<file path="config.mk">
export PLATFORM = sky130hd
export DESIGN_NAME = instr_fetch_stage
export DESIGN_NICKNAME = d
export VERILOG_FILES = /design/src/rtl/mips_pkg.sv /design/src/rtl/if_skid_fifo.sv /design/src/rtl/instr_fetch_stage.sv
export SDC_FILE = /design/constraint.sdc
export NUM_CORES = 1
export LEC_CHECK = 0
export CORE_MARGIN = 5
export CORE_UTILIZATION = 50
export CTS_CLUSTER_SIZE = 30
export DETAILED_ROUTE_END_ITERATION = 10
export PLACE_DENSITY_LB_ADDON = 0.25
export REMOVE_ABC_BUFFERS = 1
export SLEW_MARGIN = 10
export SYNTH_ARGS = -nofsm -noshare
export SYNTH_HDL_FRONTEND = slang
export SYNTH_SLANG_ARGS = --single-unit
</file>
<file path="constraint.sdc">
create_clock -name clk -period 8.5 [get_ports clk]
set_input_delay 0.85 -clock clk [delete_from_list [all_inputs] [get_ports clk]]
set_output_delay 0.85 -clock clk [all_outputs]
set_load 0.02 [all_outputs]
</file>
<file path="src/rtl/mips_pkg.sv">
// Shared MIPS core definitions: datapath width, reset PC, primary opcodes, fetch FSM states.
package mips_pkg;

  localparam int          DATA_WIDTH = 32;
  localparam logic [31:0] PC_RESET   = 32'h0040_0000;

  localparam logic [5:0] R_TYPE = 6'h00;
  localparam logic [5:0] ADDI   = 6'h08;
  localparam logic [5:0] ORI    = 6'h0d;
  localparam logic [5:0] LUI    = 6'h0f;

  typedef enum logic [1:0] {
    IDLE  = 2'd0,
    RUN   = 2'd1,
    FLUSH = 2'd2
  } fetch_state_e;

endpackage

</file>
<file path="src/rtl/if_skid_fifo.sv">
// Two-entry {instr, pc} buffer between instruction memory and decode; flush empties it in one cycle.
module if_skid_fifo #(
  parameter int W = 32
) (
  input  logic         clk,
  input  logic         reset,
  input  logic         i_push,
  input  logic [W-1:0] i_push_instr,
  input  logic [W-1:0] i_push_pc,
  input  logic         i_pop,
  input  logic         i_flush,
  output logic [1:0]   o_count,
  output logic [W-1:0] o_head_instr,
  output logic [W-1:0] o_head_pc
);

  logic [2*W-1:0] r_mem [2];
  logic           r_wr_ptr;
  logic           r_rd_ptr;
  logic [1:0]     r_count;

  always_ff @(posedge clk) begin
    if (reset || i_flush) begin
      r_wr_ptr <= 1'b0;
      r_rd_ptr <= 1'b0;
      r_count  <= 2'd0;
    end else begin
      if (i_push) begin
        r_mem[r_wr_ptr] <= {i_push_instr, i_push_pc};
        r_wr_ptr        <= ~r_wr_ptr;
      end
      if (i_pop) r_rd_ptr <= ~r_rd_ptr;
      r_count <= r_count + {1'b0, i_push} - {1'b0, i_pop};
    end
  end

  assign o_count = r_count;
  assign {o_head_instr, o_head_pc} = r_mem[r_rd_ptr];

  a_no_overflow: assert property (@(posedge clk) disable iff (reset || i_flush)
    !(i_push && !i_pop && r_count == 2'd2));
  a_no_underflow: assert property (@(posedge clk) disable iff (reset || i_flush)
    !(i_pop && r_count == 2'd0));

endmodule

</file>
<file path="src/rtl/instr_fetch_stage.sv">
// MIPS fetch stage: PC, credit-limited in-order imem reads, 2-deep buffer, redirect with stale discard.
// Optional IF_PERF_CNT_EN adds perf_fetched / perf_flushed counters.
module instr_fetch_stage #(
  parameter int                    DATA_WIDTH = mips_pkg::DATA_WIDTH,
  parameter logic [DATA_WIDTH-1:0] PC_RESET   = mips_pkg::PC_RESET
) (
  input  logic                  clk,
  input  logic                  reset,
  output logic                  imem_req,
  output logic [DATA_WIDTH-1:0] imem_addr,
  input  logic                  imem_gnt,
  input  logic                  imem_rvalid,
  input  logic [DATA_WIDTH-1:0] imem_rdata,
  input  logic                  redirect_valid,
  input  logic [DATA_WIDTH-1:0] redirect_pc,
  output logic                  id_valid,
  input  logic                  id_ready,
  output logic [DATA_WIDTH-1:0] id_instr,
  output logic [DATA_WIDTH-1:0] id_pc,
  output logic [DATA_WIDTH-1:0] id_pc_plus4,
  output logic [5:0]            id_opcode,
`ifdef IF_PERF_CNT_EN
  output logic [31:0]           perf_fetched,
  output logic [31:0]           perf_flushed,
`endif
  output logic [1:0]            dbg_state
);

  import mips_pkg::*;

  // Handshakes: imem transfer on req&gnt (addr stable while req), decode pop on id_valid&id_ready;
  // id_valid never depends on id_ready, imem_req never depends on imem_gnt.

  fetch_state_e          r_state, w_state_next;
  logic [DATA_WIDTH-1:0] r_pc;
  logic [1:0]            r_live_cnt;
  logic [1:0]            r_discard_cnt;
  logic [DATA_WIDTH-1:0] r_ifq [2];
  logic                  r_ifq_wr, r_ifq_rd;

  logic [1:0]            w_fifo_count;
  logic [DATA_WIDTH-1:0] w_head_instr, w_head_pc;
  logic [1:0]            w_stale, w_stale_left, w_credit;
  logic                  w_drop, w_live_rsp, w_accept, w_pop;

  // Outstanding reads never exceed two, so 2-bit sums cannot overflow.
  assign w_stale      = r_discard_cnt + r_live_cnt;
  assign w_drop       = imem_rvalid && (r_discard_cnt != 2'd0 || (redirect_valid && r_live_cnt != 2'd0));
  assign w_stale_left = w_stale - {1'b0, w_drop};
  assign w_live_rsp   = imem_rvalid && !redirect_valid && r_discard_cnt == 2'd0 && r_live_cnt != 2'd0;
  assign w_credit     = w_fifo_count + r_live_cnt;
  assign w_accept     = imem_req && imem_gnt;
  assign w_pop        = id_valid && id_ready && !redirect_valid;

  always_comb begin
    w_state_next = r_state;
    imem_req     = 1'b0;
    case (r_state)
      IDLE: w_state_next = RUN;
      RUN: begin
        if (redirect_valid) begin
          if (w_stale_left != 2'd0) w_state_next = FLUSH;
        end else begin
          imem_req = (r_discard_cnt == 2'd0) && (w_credit < 2'd2);
        end
      end
      FLUSH: if (!redirect_valid && r_discard_cnt == 2'd0) w_state_next = RUN;
      default: w_state_next = IDLE;
    endcase
  end

  always_ff @(posedge clk) begin
    if (reset) begin
      r_state       <= IDLE;
      r_pc          <= PC_RESET;
      r_live_cnt    <= 2'd0;
      r_discard_cnt <= 2'd0;
      r_ifq_wr      <= 1'b0;
      r_ifq_rd      <= 1'b0;
    end else begin
      r_state <= w_state_next;
      if (redirect_valid) begin
        // Every read still in flight becomes stale; the one returning right now is already dropped.
        r_pc          <= redirect_pc & {{(DATA_WIDTH-2){1'b1}}, 2'b00};
        r_live_cnt    <= 2'd0;
        r_discard_cnt <= w_stale_left;
        r_ifq_wr      <= 1'b0;
        r_ifq_rd      <= 1'b0;
      end else begin
        if (w_accept) begin
          r_pc            <= r_pc + {{(DATA_WIDTH-3){1'b0}}, 3'd4};
          r_ifq[r_ifq_wr] <= r_pc;
          r_ifq_wr        <= ~r_ifq_wr;
        end
        if (w_live_rsp) r_ifq_rd <= ~r_ifq_rd;
        if (w_drop) r_discard_cnt <= r_discard_cnt - 2'd1;
        r_live_cnt <= r_live_cnt + {1'b0, w_accept} - {1'b0, w_live_rsp};
      end
    end
  end

  if_skid_fifo #(.W(DATA_WIDTH)) u_fifo (
    .clk          (clk),
    .reset        (reset),
    .i_push       (w_live_rsp),
    .i_push_instr (imem_rdata),
    .i_push_pc    (r_ifq[r_ifq_rd]),
    .i_pop        (w_pop),
    .i_flush      (redirect_valid),
    .o_count      (w_fifo_count),
    .o_head_instr (w_head_instr),
    .o_head_pc    (w_head_pc)
  );

  assign imem_addr   = r_pc;
  assign id_valid    = w_fifo_count != 2'd0;
  assign id_instr    = id_valid ? w_head_instr : '0;
  assign id_pc       = id_valid ? w_head_pc : '0;
  assign id_pc_plus4 = id_pc + {{(DATA_WIDTH-3){1'b0}}, 3'd4};
  assign id_opcode   = id_instr[DATA_WIDTH-1 -: 6];
  assign dbg_state   = r_state;

`ifdef IF_PERF_CNT_EN
  logic [31:0] r_perf_fetched, r_perf_flushed;

  always_ff @(posedge clk) begin
    if (reset) begin
      r_perf_fetched <= 32'd0;
      r_perf_flushed <= 32'd0;
    end else begin
      if (w_pop) r_perf_fetched <= r_perf_fetched + 32'd1;
      r_perf_flushed <= r_perf_flushed
                      + (redirect_valid ? {30'd0, w_fifo_count} : 32'd0)
                      + {31'd0, w_drop};
    end
  end

  assign perf_fetched = r_perf_fetched;
  assign perf_flushed = r_perf_flushed;
`endif

  a_no_orphan_rvalid: assert property (@(posedge clk) disable iff (reset)
    imem_rvalid |-> (r_live_cnt != 2'd0 || r_discard_cnt != 2'd0));

endmodule

</file>
# After elaboration in Yosys (flattened, before gate mapping)
# Memories as Yosys holds them, arrays and structs flattened. A register that Yosys moved wholly into a read port is not among the register bits.
# Index checks and enable logic that the tools add are counted.
# totals
latch_bits,0
rom_bits,0
register_bits,44
output_inout_bits,138
inputBits,70
ram_bits,192
mem_count,2
wordCells,78
# mem_list
memory,depth,width,read_ports,rd_clocked_by_memory_dff,wr,line_no,text
u_fifo.r_mem,2,64,1,1,1,if_skid_fifo.sv:17,logic [2*W-1:0] r_mem [2];
r_ifq,2,32,1,1,1,instr_fetch_stage.sv:38,logic [DATA_WIDTH-1:0] r_ifq [2];
# op_classes
shift,0
n_lt_le_gt_ge,1
eq_ne,5
n_div,0
multipliers,0
bitwise_logic,4
n_addsub,10
n_reduce_logical,23
n_mux,23
# op_table
cell,count
2-to-1 mux 32 bit,4
"adder 32 x 3 -> 32 bit, second input constant",2
2-to-1 mux 1 bit,13
nonzero test 2 bit,6
logical AND 1 bit,10
2-to-1 mux 2 bit,5
"inequality test 2 bit, second input constant",3
one-hot mux 2 bit (3 select lines),1
subtractor 2 x 1 -> 2 bit,3
adder 2 x 1 -> 2 bit,2
adder 2 bit,2
zero test 2 bit,2
inverter 1 bit,4
AND reduction 3 bit,1
"== test 2 x 1 -> 1 bit, second input constant",1
"== test 2 bit, second input constant",1
logical OR 1 bit,2
"< comparator 2 bit, second input constant",1
OR reduction 2 bit,1
"subtractor 2 x 1 -> 2 bit, second input constant",1
zero test 1 bit,1

# Logic depth before layout (Yosys ltp)
# Gate-level depths: netlist (run 1).
# depth
depth_word,10
depth_mapped,13
depth_no_buf,12

# Modules after synthesis
# A second synthesis (run 1) with hierarchy kept.
# unflattened
hier_cells,785
hier_area_um2,10676.5
# by_module_without_submodules
mod,seq_area_each_um2,area_per_inst_um2,cells_each,n_inst
instr_fetch_stage,2582.5,5537.8,566,1
if_skid_fifo,3943.8,5138.7,219,1

# Worst setup path before layout (run 1)
# Ideal clock, no wire load.
# synth_path
path_kind,input port to flip-flop
from,in reset
to,"mem u_fifo.r_mem[1][10] (netlist bit), enable pin"
arrival_time_ps,5827
required_ps,7929
path_buffers,2
stages,3
setup_ps,571
path_slack_ps,2102
cell_sequence,clkbuf_1 > clkbuf_1 > nor3b_1
# synth_between
elab_chain_cells,3
# synth_lines
element,line_no,text
start: declaration,instr_fetch_stage.sv:8,"input logic reset,"
logical OR 1 bit,if_skid_fifo.sv:23,if (reset || i_flush) begin
2-to-1 mux 1 bit,if_skid_fifo.sv:23,
2-to-1 mux 1 bit (not written as such),if_skid_fifo.sv:29,"r_mem[r_wr_ptr] <= {i_push_instr, i_push_pc};"
end: declaration,if_skid_fifo.sv:17,
# Every way passes these cells.

==> results of run 1 <==
==> per-layer routing <==
metal / vias up / routed length, µm
met2: 253 / 11700
met1: 3247 / 9470
met4: 0 / 556
met3: 42 / 2000
li1: 3280 / -
met5: - / 0
==> power groups by stage <==
| stage | sequential (W) | clock, W | combinational [W] |
|---|---|---|---|
| 3_3_place_gp | 0.00127 | 0 | 0.000188 |
| 2_1_floorplan | 0.00128 | 0 | 0.0000853 |
| 5_1_grt | 0.00125 | 0.00113 | 0.000210 |
| 4_1_cts | 0.00125 | 0.00108 | 0.000193 |
| 3_5_place_dp | 0.00127 | 0 | 0.000192 |
| 6_report | 0.00125 | 0.00106 | 0.000193 |
==> critical path, stage by stage (launching register included) <==
cell             delay, ns
dfxtp_4               0.47
buf_4                 0.82
mux2i_1               0.23
a211oi_1              0.71
nand4_1               0.63
nor4_1                0.43
xor2_1                0.17
clkdlybuf4s50_1       0.63
==> layout make-up <==
type	count	area (µm²)	area share [%]
diodes	1	2.50	0.0191
clock buffers	30	707	5.40
clock inverters	14	119	0.909
inverters	20	75.1	0.574
multi-input cells	493	3370	25.8
flip-flops and latches	228	6410	49.0
well taps	265	332	2.53
repair buffers	209	2070	15.8
==> cell families (layout without fill, tap and decap cells) <==
logic type / count (synthesis) / in the layout / synth area share (%)
buffers and inverters: 67 / 273 / 3.17
adder cells (fa/ha/maj): 9 / 9 / 1.12
XOR/XNOR: 47 / 47 / 4.24
AO/OA/AOI/OAI: 75 / 75 / 5.15
flip-flops: 228 / 228 / 63.7
other: 1 / 7 / 0.0373
AND/OR/NAND/NOR: 261 / 261 / 12.7
multiplexers: 95 / 95 / 9.86
==> per-stage QoR <==
step	setup WS (ns)	instance area [µm²]
finish	3.03	13100
global route	2.71	13100
CTS	2.95	13100
detailed placement	3.48	12300
global placement	3.54	12300
floorplan	1.66	9830
==> flip-flops by register name, indices dropped and copies added (netlist names), named ones only <==
| name | flops |
|---|---|
| u_fifo.r_wr_ptr | 1 |
| u_fifo.o_count | 2 |
| r_ifq_rd | 1 |
| r_ifq | 60 |
| imem_addr | 30 |
| r_discard_cnt | 2 |
| dbg_state | 2 |
| r_live_cnt | 2 |
| u_fifo.r_mem | 124 |
| r_ifq_wr | 1 |
| u_fifo.r_rd_ptr | 1 |
==> synthesized netlist by cell type (4+ instances only) <==
cell	instances
a22oi_1	6
ha_1	9
a31oi_1	14
or3_1	9
xor2_1	26
a311oi_1	6
buf_2	9
and2_1	7
o211ai_1	4
clkbuf_1	21
mux2_2	32
edfxtp_1	184
nor2_1	94
a211oi_1	10
nor4_1	11
o21ai_0	11
nand3b_1	9
or4_1	7
nand3_1	25
a21oi_1	10
nor3_1	16
inv_1	19
xnor2_1	19
nand2_1	49
nand4_1	17
dfxtp_1	44
buf_4	13
mux2i_1	63
==> final timing paths <==
check / endpoint / cells after the start / slack, ns / start
setup / recovery: id_pc_plus4[28] / 7 / 3.03 / flop
hold / removal: flop / 2 / 0.51 / u_fifo.r_rd_ptr
setup reg to reg: u_fifo.r_mem[1][38] / 5 / 5.30 / r_discard_cnt[0]
hold reg to reg: flop / 2 / 0.51 / u_fifo.r_rd_ptr
==> qor.yml, run 1 <==
run_status:
  status: "finished clean"
yosys:
  synth_edf_count: 184
  syn_inst: 783
  yosys_warnings: 0
  yosysSeqAreaShare_pct: 63.7
  synth-async-reset-ratio_pct: 0
  synthFlopType: "edfxtp_1"
  netlist.area_leader.share_pct: 55.0
  syn_avg_cell_area_um2: 12.8
  ys_seq_elements: 228
  synthesis.area_um2: 10100
  synth_top_area_cell: "edfxtp_1"
  ys_top_cells_by_area: "edfxtp_1 (55%), dfxtp_1 (8.8%), mux2i_1 (6.3%)"
  netlist-cell-type-count: 56
die:
  rows: 51
  start_util_pct: 51.1
  die_y_um: 152
  dieArea_um2: 23000
  die_w_um: 152
  io_pins: 208
  core-area_um2: 19700
power_and_ir_drop:
  switchingPower_w: 0.000542
  p_sw_share_pct: 21.6
  pwr-share-comb_pct: 7.7
  p_total_w: 0.00251
  power_frac_seq_pct: 49.9
  p_clk_share_pct: 42.4
  ir_drop_v: 0.000131
  p_per_area_nw_per_um2: 192
  leakage_nw: 4.26
  internal_power_w: 0.00196
global_routing:
  grt_pass1_wl_mm: 35.5
  grt_max_degree: 70
  grt_util_met2_pct: 34.2
  grt.overflow.total: 0
  antenna_found_initial: 0
  grt_pass1_vias: 6634
  grt-busiest-layer: "met2"
  grt_use_met3_pct: 4.10
  grt_use_total_pct: 19.7
  grt_util_met1_pct: 24.9
critical_path:
  critPathKind: "flop to output pin"
  critPathRequiredTime_ns: 7.65
  path_max_fanout: 69
  worstPathArrival_ns: 4.62
  worst_setup_path_start_kind: "flop"
  end_kind: "output pin"
timing:
  min_period_over_period_pct: 64.3
  max-slew-margin-rel_pct: 23.6
  setup_viol: 0
  max_freq_ghz: 0.183
  fin_worst_hold_slack_ns: 0.511
  setup_tns_ns: 0
  rsz0062_at_grt: "no"
  finalHoldViolations: 0
  skew_ns: 0.0194
  fin_crit_ns: 5.47
  tightest_slew_ns: 1.14
  slew_violations: 0
cts:
  cts-resized-gates: 0
  clk_pin_slew_ns: 0.06
  clockBufferDepth: 3
  post_cts_buffers: 0
  cts_inserted_buffers: 24
  htreeDepth: 1
  hold_buffers: 0
  clockRootBuffer: "clkbuf_16"
  cts_tree: "yes"
  clk_latency_ns: 0.51
  cts_sinks: 228
placed_design:
  dp_cells: 1215
  gp_congestion: 0.871
  dpl.hpwl_mm: 16.2
  port_buffers: 199
drt:
  via_count: 6822
  viasPerCell: 5.41
  wire_per_inst_um: 18.8
  first_pass_iters: 6
  detail_route.drc_violations: 0
  drtAntennaViolNets: 0
  drtIter0Drc: 454
  wl_mm: 23.7
cells_and_area:
  area_delta_synth_final_pct: 30.1
  final_cells: 1260
  final_nets: 1055
  fill_cells: 1498
  drive_gt1_share_pct: 9.66
  final_common_cell: "clkdlybuf4s50_1"
  final_util_pct: 66.6
  layout_common_cells: "clkdlybuf4s50_1 (199), edfxtp_1 (184), nor2_1 (93)"
hold_path:
  hold_path_class: "flop to flop"
job:
  cap_violations: 0
Power figures use the tool's default switching activity.
==> run 2, diff against run 1 <==
--- a/config.mk
+++ b/config.mk
@@ -6,7 +6,7 @@
 export NUM_CORES = 1
 export LEC_CHECK = 0
 export CORE_MARGIN = 5
-export CORE_UTILIZATION = 50
+export CORE_UTILIZATION = 47
 export CTS_CLUSTER_SIZE = 30
 export DETAILED_ROUTE_END_ITERATION = 10
 export PLACE_DENSITY_LB_ADDON = 0.25
==> constraint.sdc (replaced) <==
create_clock -name clk -period 4.59 [get_ports clk]
set_input_delay 0.459 -clock clk [delete_from_list [all_inputs] [get_ports clk]]
set_output_delay 0.459 -clock clk [all_outputs]
set_load 0.02 [all_outputs]
==> run 2 against run 1 <==
Sequential share of layout area fell by 0.48 points. Worst setup slack lost 2.7 ns. Clock power up 86%. Combinational power is 90% higher. Power grew 86%. Design area grew 0.99%. Cell count rose by 1.4%. Non-clock buffer count grew 9. Critical path type unchanged. Largest power group unchanged. Highest routed layer unchanged.
==> qor.yml, run 2 (synthesis results as in run 1) <==
placed_design:
  dpl.hpwl_mm: 16.5  # was 16.2 mm
  post-place-ws_ns: 0.695  # was 3.48 ns
  place_area_um2: 12400  # was 12,300 µm²
  port_buffers: 199  # unchanged
  dp_cells: 1234  # was 1,215
  gp_congestion: 0.842  # was 0.871
global_routing:
  grt_use_met3_pct: 3.37  # was 4.10%
  grt_use_total_pct: 19.2  # was 19.7%
  grt_pass1_wl_mm: 37.6  # was 35.5 mm
  grt_util_met2_pct: 31.5  # was 34.2%
  grt-busiest-layer: "met2"  # unchanged
  antenna_found_initial: 0  # unchanged
  grt.overflow.total: 0  # unchanged
  grt_pass1_vias: 6843  # was 6,634
  grt_util_met1_pct: 26.1  # was 24.9%
  grt_max_degree: 60  # was 70
die:
  die_y_um: 156  # was 152 µm
  core-area_um2: 21000  # was 19,700 µm²
  die_w_um: 156  # was 152 µm
  start_util_pct: 47.8  # was 51.1%
  dieArea_um2: 24400  # was 23,000 µm²
  io_pins: 208  # unchanged
  rows: 53  # was 51
cells_and_area:
  drive_gt1_share_pct: 10.6  # was 9.66%
  finish.instance_area_um2: 13200  # was 13,100 µm²
  antenna_cells: 0  # was 1
  layout.area.seq_um2: 6410  # unchanged
  multi_input_area_um2: 3380  # was 3370 µm²
  final_cells: 1278  # was 1,260
  final_common_cell: "clkdlybuf4s50_1"  # unchanged
  layout_common_cells: "clkdlybuf4s50_1 (199), edfxtp_1 (184), nor2_1 (93)"  # unchanged
  final_nets: 1064  # was 1,055
  fill_cells: 1597  # was 1,498
  area_delta_synth_final_pct: 31.4  # was 30.1%
  largest_register_ffs: 124  # unchanged
  top_register: "u_fifo.r_mem"  # unchanged
critical_path:
  worstPathArrival_ns: 3.79  # was 4.62 ns
  end_kind: "output pin"  # unchanged
  path_max_fanout: 29  # was 69
  critPathRequiredTime_ns: 4.13  # was 7.65 ns
  critPathKind: "flop to output pin"  # unchanged
  rr_worst_depth: 7  # was 5
  worst_setup_path_start_kind: "flop"  # unchanged
drt:
  via_count: 6860  # was 6,822
  wl_mm: 23.9  # was 23.7 mm
  detail_route.drc_violations: 0  # unchanged
  drtIter0Drc: 417  # was 454
  viasPerCell: 5.37  # was 5.41
  drtAntennaViolNets: 0  # unchanged
  first_pass_iters: 7  # was 6
  wire_per_inst_um: 18.7  # was 18.8 µm
timing:
  rsz0062_at_grt: "no"  # unchanged
  slew_violations: 0  # unchanged
  setup_viol: 0  # unchanged
  fin_ws_ns: 0.345  # was 3.03 ns
  max_freq_ghz: 0.236
  tightest_slew_ns: 0.916  # was 1.14 ns
  max-slew-margin-rel_pct: 38.5  # was 23.6%
  skew_ns: 0.0104  # was 0.0194 ns
  finalHoldViolations: 0  # unchanged
  min_period_over_period_pct: 92.5
  fin_crit_ns: 4.24
cts:
  post_cts_buffers: 0  # unchanged
  clockBufferDepth: 3  # unchanged
  cts_tree: "yes"  # unchanged
  htreeDepth: 1  # unchanged
  hold_buffers: 0  # unchanged
  clk_pin_slew_ns: 0.06  # about the same
  clk_latency_ns: 0.50  # was 0.51 ns
  cts_sinks: 228  # unchanged
  cts_inserted_buffers: 24  # unchanged
  clockRootBuffer: "clkbuf_16"  # unchanged
power_and_ir_drop:
  internal_power_w: 0.00367  # was 0.00196 W
  p_per_area_nw_per_um2: 352  # was 192 nW/µm²
  p_sw_share_pct: 21.3  # was 21.6%
  switchingPower_w: 0.000990  # was 0.000542 W
  power_frac_seq_pct: 49.7  # was 49.9%
  p_total_w: 0.00466  # was 0.00251 W
  ir_drop_v: 0.000202  # was 0.000131 V
  p_clk_share_pct: 42.4  # about the same
  pwr-share-comb_pct: 7.9  # was 7.7%
  leakage_nw: 4.31  # was 4.26 nW
job:
  cap_violations: 0  # unchanged
hold_path:
  hold_path_depth: 2  # unchanged
  hold_path_class: "flop to flop"  # unchanged
run_status:
  status: "finished clean"  # unchanged
run 2: cell types whose count changed in the layout (fill, tap and decap cells not counted), sizes merged:
cell,previous run,this run
buf,10,19
clkbuf,30,37
clkinv,11,4
diode,1,0
run 2: worst paths after layout:
check | startpoint | endpoint | slack, ns
min | r_ifq_rd | flop | 0.51
min reg2reg | r_ifq_rd | flop | 0.51
max | flop | id_pc_plus4[28] | 0.35
max reg2reg | r_discard_cnt[0] | imem_addr[31] | 1.87
run 2: layout make-up:
| type | instances | share of cell area (%) |
|---|---|---|
| inverters | 20 | 0.568 |
| repair buffers | 218 | 16.4 |
| multi-input cells | 493 | 25.6 |
| clock buffers | 37 | 5.62 |
| clock inverters | 7 | 0.663 |
| well taps | 275 | 2.60 |
| flip-flops and latches | 228 | 48.5 |
run 2: power groups by stage:
stage	registers, W	clock network [W]	logic, W
after CTS	0.00232	0.00202	0.000367
after detailed placement	0.00236	0	0.000364
after global placement	0.00236	0	0.000355
after floorplan	0.00237	0	0.000158
final	0.00232	0.00197	0.000366
after global routing	0.00232	0.00211	0.000399
run 2: worst max-delay path, stage by stage (launching register included):
cell             delay [ns]
dfxtp_4                0.63
buf_4                  0.51
mux2i_1                0.18
nor2_1                 0.28
nand4_1                0.41
nor4_1                 0.47
xor2_1                 0.17
clkdlybuf4s50_1        0.63
run 2: per-layer routing:
metal	routed length [µm]	vias up	share of wire, %
li1	-	3295	-
met1	10200	3265	43
met2	11300	256	47
met3	1670	44	7.0
met4	685	0	2.9
met5	0	-	0
run 2: stage by stage:
stage | hold WS [ns] | TNS, ns | utilization, %
after CTS | 0.506 | 0 | 62.8
after detailed placement | 0.490 | 0 | 58.8
after floorplan | 0.472 | -220.70 | -
final | 0.510 | 0 | 62.8
after global placement | 0.485 | 0 | 58.8
after global routing | 0.525 | 0 | 62.8
run 2: what timing repair did:
item,CTS,global route
setup endpoints to repair,0,3
endpoints found under the hold margin,0,0
gates resized for setup,0,2
==> run 3, diff against run 2 <==
--- a/config.mk
+++ b/config.mk
@@ -7,7 +7,7 @@
 export LEC_CHECK = 0
 export CORE_MARGIN = 5
 export CORE_UTILIZATION = 47
-export CTS_CLUSTER_SIZE = 30
+export CTS_CLUSTER_SIZE = 20
 export DETAILED_ROUTE_END_ITERATION = 10
 export PLACE_DENSITY_LB_ADDON = 0.25
 export REMOVE_ABC_BUFFERS = 1
==> run 3 against run 2 <==
Via count about the same. Sequential share of layout area unchanged. Critical endpoint unchanged. Die area unchanged. Non-clock buffer count unchanged. Global-route usage unchanged. Design area unchanged. Worst setup slack got worse by 0.015 ns. Clock power about the same. Critical path type unchanged. Count of clock-buffer cells in the layout unchanged.
==> qor.yml, run 3 (synthesis results as in run 1) <==
cells_and_area:
  multi_input_area_um2: 3380  # unchanged
  final_cells: 1278  # unchanged
  area_delta_synth_final_pct: 31.4  # unchanged
  top_register: "u_fifo.r_mem"  # unchanged
  fill_cells: 1597  # unchanged
  layout_common_cells: "clkdlybuf4s50_1 (199), edfxtp_1 (184), nor2_1 (93)"  # unchanged
  largest_register_ffs: 124  # unchanged
  final_nets: 1064  # unchanged
  antenna_cells: 0  # unchanged
  drive_gt1_share_pct: 10.6  # unchanged
  final_common_cell: "clkdlybuf4s50_1"  # unchanged
  layout.area.seq_um2: 6410  # unchanged
timing:
  min_period_over_period_pct: 92.8  # was 92.5%
  max-slew-margin-rel_pct: 35.8  # was 38.5%
  skew_ns: 0.0125  # was 0.0104 ns
  fin_crit_ns: 4.26  # was 4.24 ns
  setup_viol: 0  # unchanged
  fin_worst_hold_slack_ns: 0.512  # was 0.510 ns
  tightest_slew_ns: 0.956  # was 0.916 ns
  max_freq_ghz: 0.235  # was 0.236 GHz
  slew_violations: 0  # unchanged
  rsz0062_at_grt: "no"  # unchanged
  finalHoldViolations: 0  # unchanged
critical_path:
  critical-path-max-stage-delay_ns: 0.63  # about the same
  path_cells: "buf_4, mux2i_1, nor2_1, nand4_1, nor4_1, xor2_1, clkdlybuf4s50_1"  # unchanged
  worst-path-buf-inv: 2  # unchanged
  path_delay_family: "simple AND/OR/NAND/NOR gates"  # unchanged
  path_max_fanout: 29  # unchanged
  cp_num_cells: 7  # unchanged
  cp_slowest_cell: "dfxtp_4"  # unchanged
  worstPathArrival_ns: 3.80  # was 3.79 ns
  end_kind: "output pin"  # unchanged
  worst_setup_path_start_kind: "flop"  # unchanged
  critPathKind: "flop to output pin"  # unchanged
  critPathRequiredTime_ns: 4.13  # about the same
  rr_worst_depth: 7  # unchanged
cts:
  cts_tree: "yes"  # unchanged
  clockRootBuffer: "clkbuf_16"  # unchanged
  post_cts_buffers: 0  # unchanged
  hold_buffers: 0  # unchanged
  cts-resized-gates: 0  # unchanged
  cts_sinks: 228  # unchanged
  clockBufferDepth: 3  # unchanged
  htreeDepth: 1  # unchanged
  cts_inserted_buffers: 24  # unchanged
  clk_pin_slew_ns: 0.06  # about the same
  clk_latency_ns: 0.50  # about the same
drt:
  wire_per_inst_um: 18.7  # about the same
  first_pass_iters: 5  # was 7
  detail_route.drc_violations: 0  # unchanged
  viasPerCell: 5.37  # about the same
  via_count: 6857  # was 6,860
  drtAntennaViolNets: 0  # unchanged
  drtIter0Drc: 424  # was 417
  wl_mm: 23.9  # about the same
die:
  dieArea_um2: 24400  # unchanged
  core-area_um2: 21000  # unchanged
  io_pins: 208  # unchanged
  rows: 53  # unchanged
  die_y_um: 156  # unchanged
  start_util_pct: 47.8  # unchanged
  die_w_um: 156  # unchanged
power_and_ir_drop:
  p_per_area_nw_per_um2: 353  # was 352 nW/µm²
  p_total_w: 0.00466  # about the same
  ir_drop_v: 0.000204  # was 0.000202 V
  leakage_nw: 4.31  # unchanged
global_routing:
  grt_pass1_wl_mm: 37.6  # unchanged
  grt_use_met3_pct: 3.37  # unchanged
  grt_util_met1_pct: 26.1  # unchanged
  grt-busiest-layer: "met2"  # unchanged
  antenna_found_initial: 0  # unchanged
  grt_util_met2_pct: 31.5  # unchanged
  grt_pass1_vias: 6840  # was 6,843
  grt_use_total_pct: 19.2  # unchanged
  grt.overflow.total: 0  # unchanged
  grt_max_degree: 60  # unchanged
placed_design:
  port_buffers: 199  # unchanged
  gp_congestion: 0.842  # unchanged
  dp_cells: 1234  # unchanged
  dpl.hpwl_mm: 16.5  # unchanged
hold_path:
  hold_path_depth: 2  # unchanged
  hold_path_class: "flop to flop"  # unchanged
job:
  cap_violations: 0  # unchanged
run_status:
  status: "finished clean"  # unchanged
## run 3: cell type report
cell class,instances,area share [%]
Clock buffer,37,5.62
Clock inverter,7,0.663
Inverter,20,0.568
Multi-Input combinational cell,493,25.6
Sequential cell,228,48.5
Tap cell,275,2.60
Timing Repair Buffer,218,16.4
## run 3: report_power, final
group | internal, W | switching, W
Clock | 0.00122 | 0.000753
Sequential | 0.00227 | 0.0000474
Combinational | 0.000173 | 0.000193
Total | 0.00367 | 0.000993
## run 3: final timing paths
| check | startpoint | to | slack (ns) |
|---|---|---|---|
| worst max-delay path | flop | id_pc_plus4[28] | 0.33 |
| worst min-delay path | r_ifq_rd | flop | 0.51 |
| worst max register to register | r_discard_cnt[0] | imem_addr[31] | 1.87 |
| worst min register to register | r_ifq_rd | flop | 0.51 |
## run 3: worst reg2reg max path, delay by kind of cell (launching register included)
family,cells,cell delay (ns)
AND/OR/NAND/NOR,4,1.72
adder cells (fa/ha/maj),1,0.22
flip-flops,1,0.30
buffers and inverters,1,0.10
AO/OA/AOI/OAI,1,0.28
## run 3: layer usage
metal  share of wire [%]  routed length (µm)  vias up
li1                    -                   -     3299
met4                 2.9                 688        0
met1                  42               10100     3247
met2                  47               11300      267
met3                 7.3                1740       44
met5                   0                   0        -
## run 3: per-stage QoR
| stage | worst slack (ns) | util (%) | area (µm²) | TNS (ns) |
|---|---|---|---|---|
| global placement | 0.760 | 58.8 | 12400 | 0 |
| floorplan | -1.86 | - | 9830 | -220.70 |
| detailed placement | 0.695 | 58.8 | 12400 | 0 |
| global route | 0.0909 | 62.8 | 13200 | 0 |
| finish | 0.330 | 62.8 | 13200 | 0 |
| CTS | 0.156 | 62.8 | 13200 | 0 |
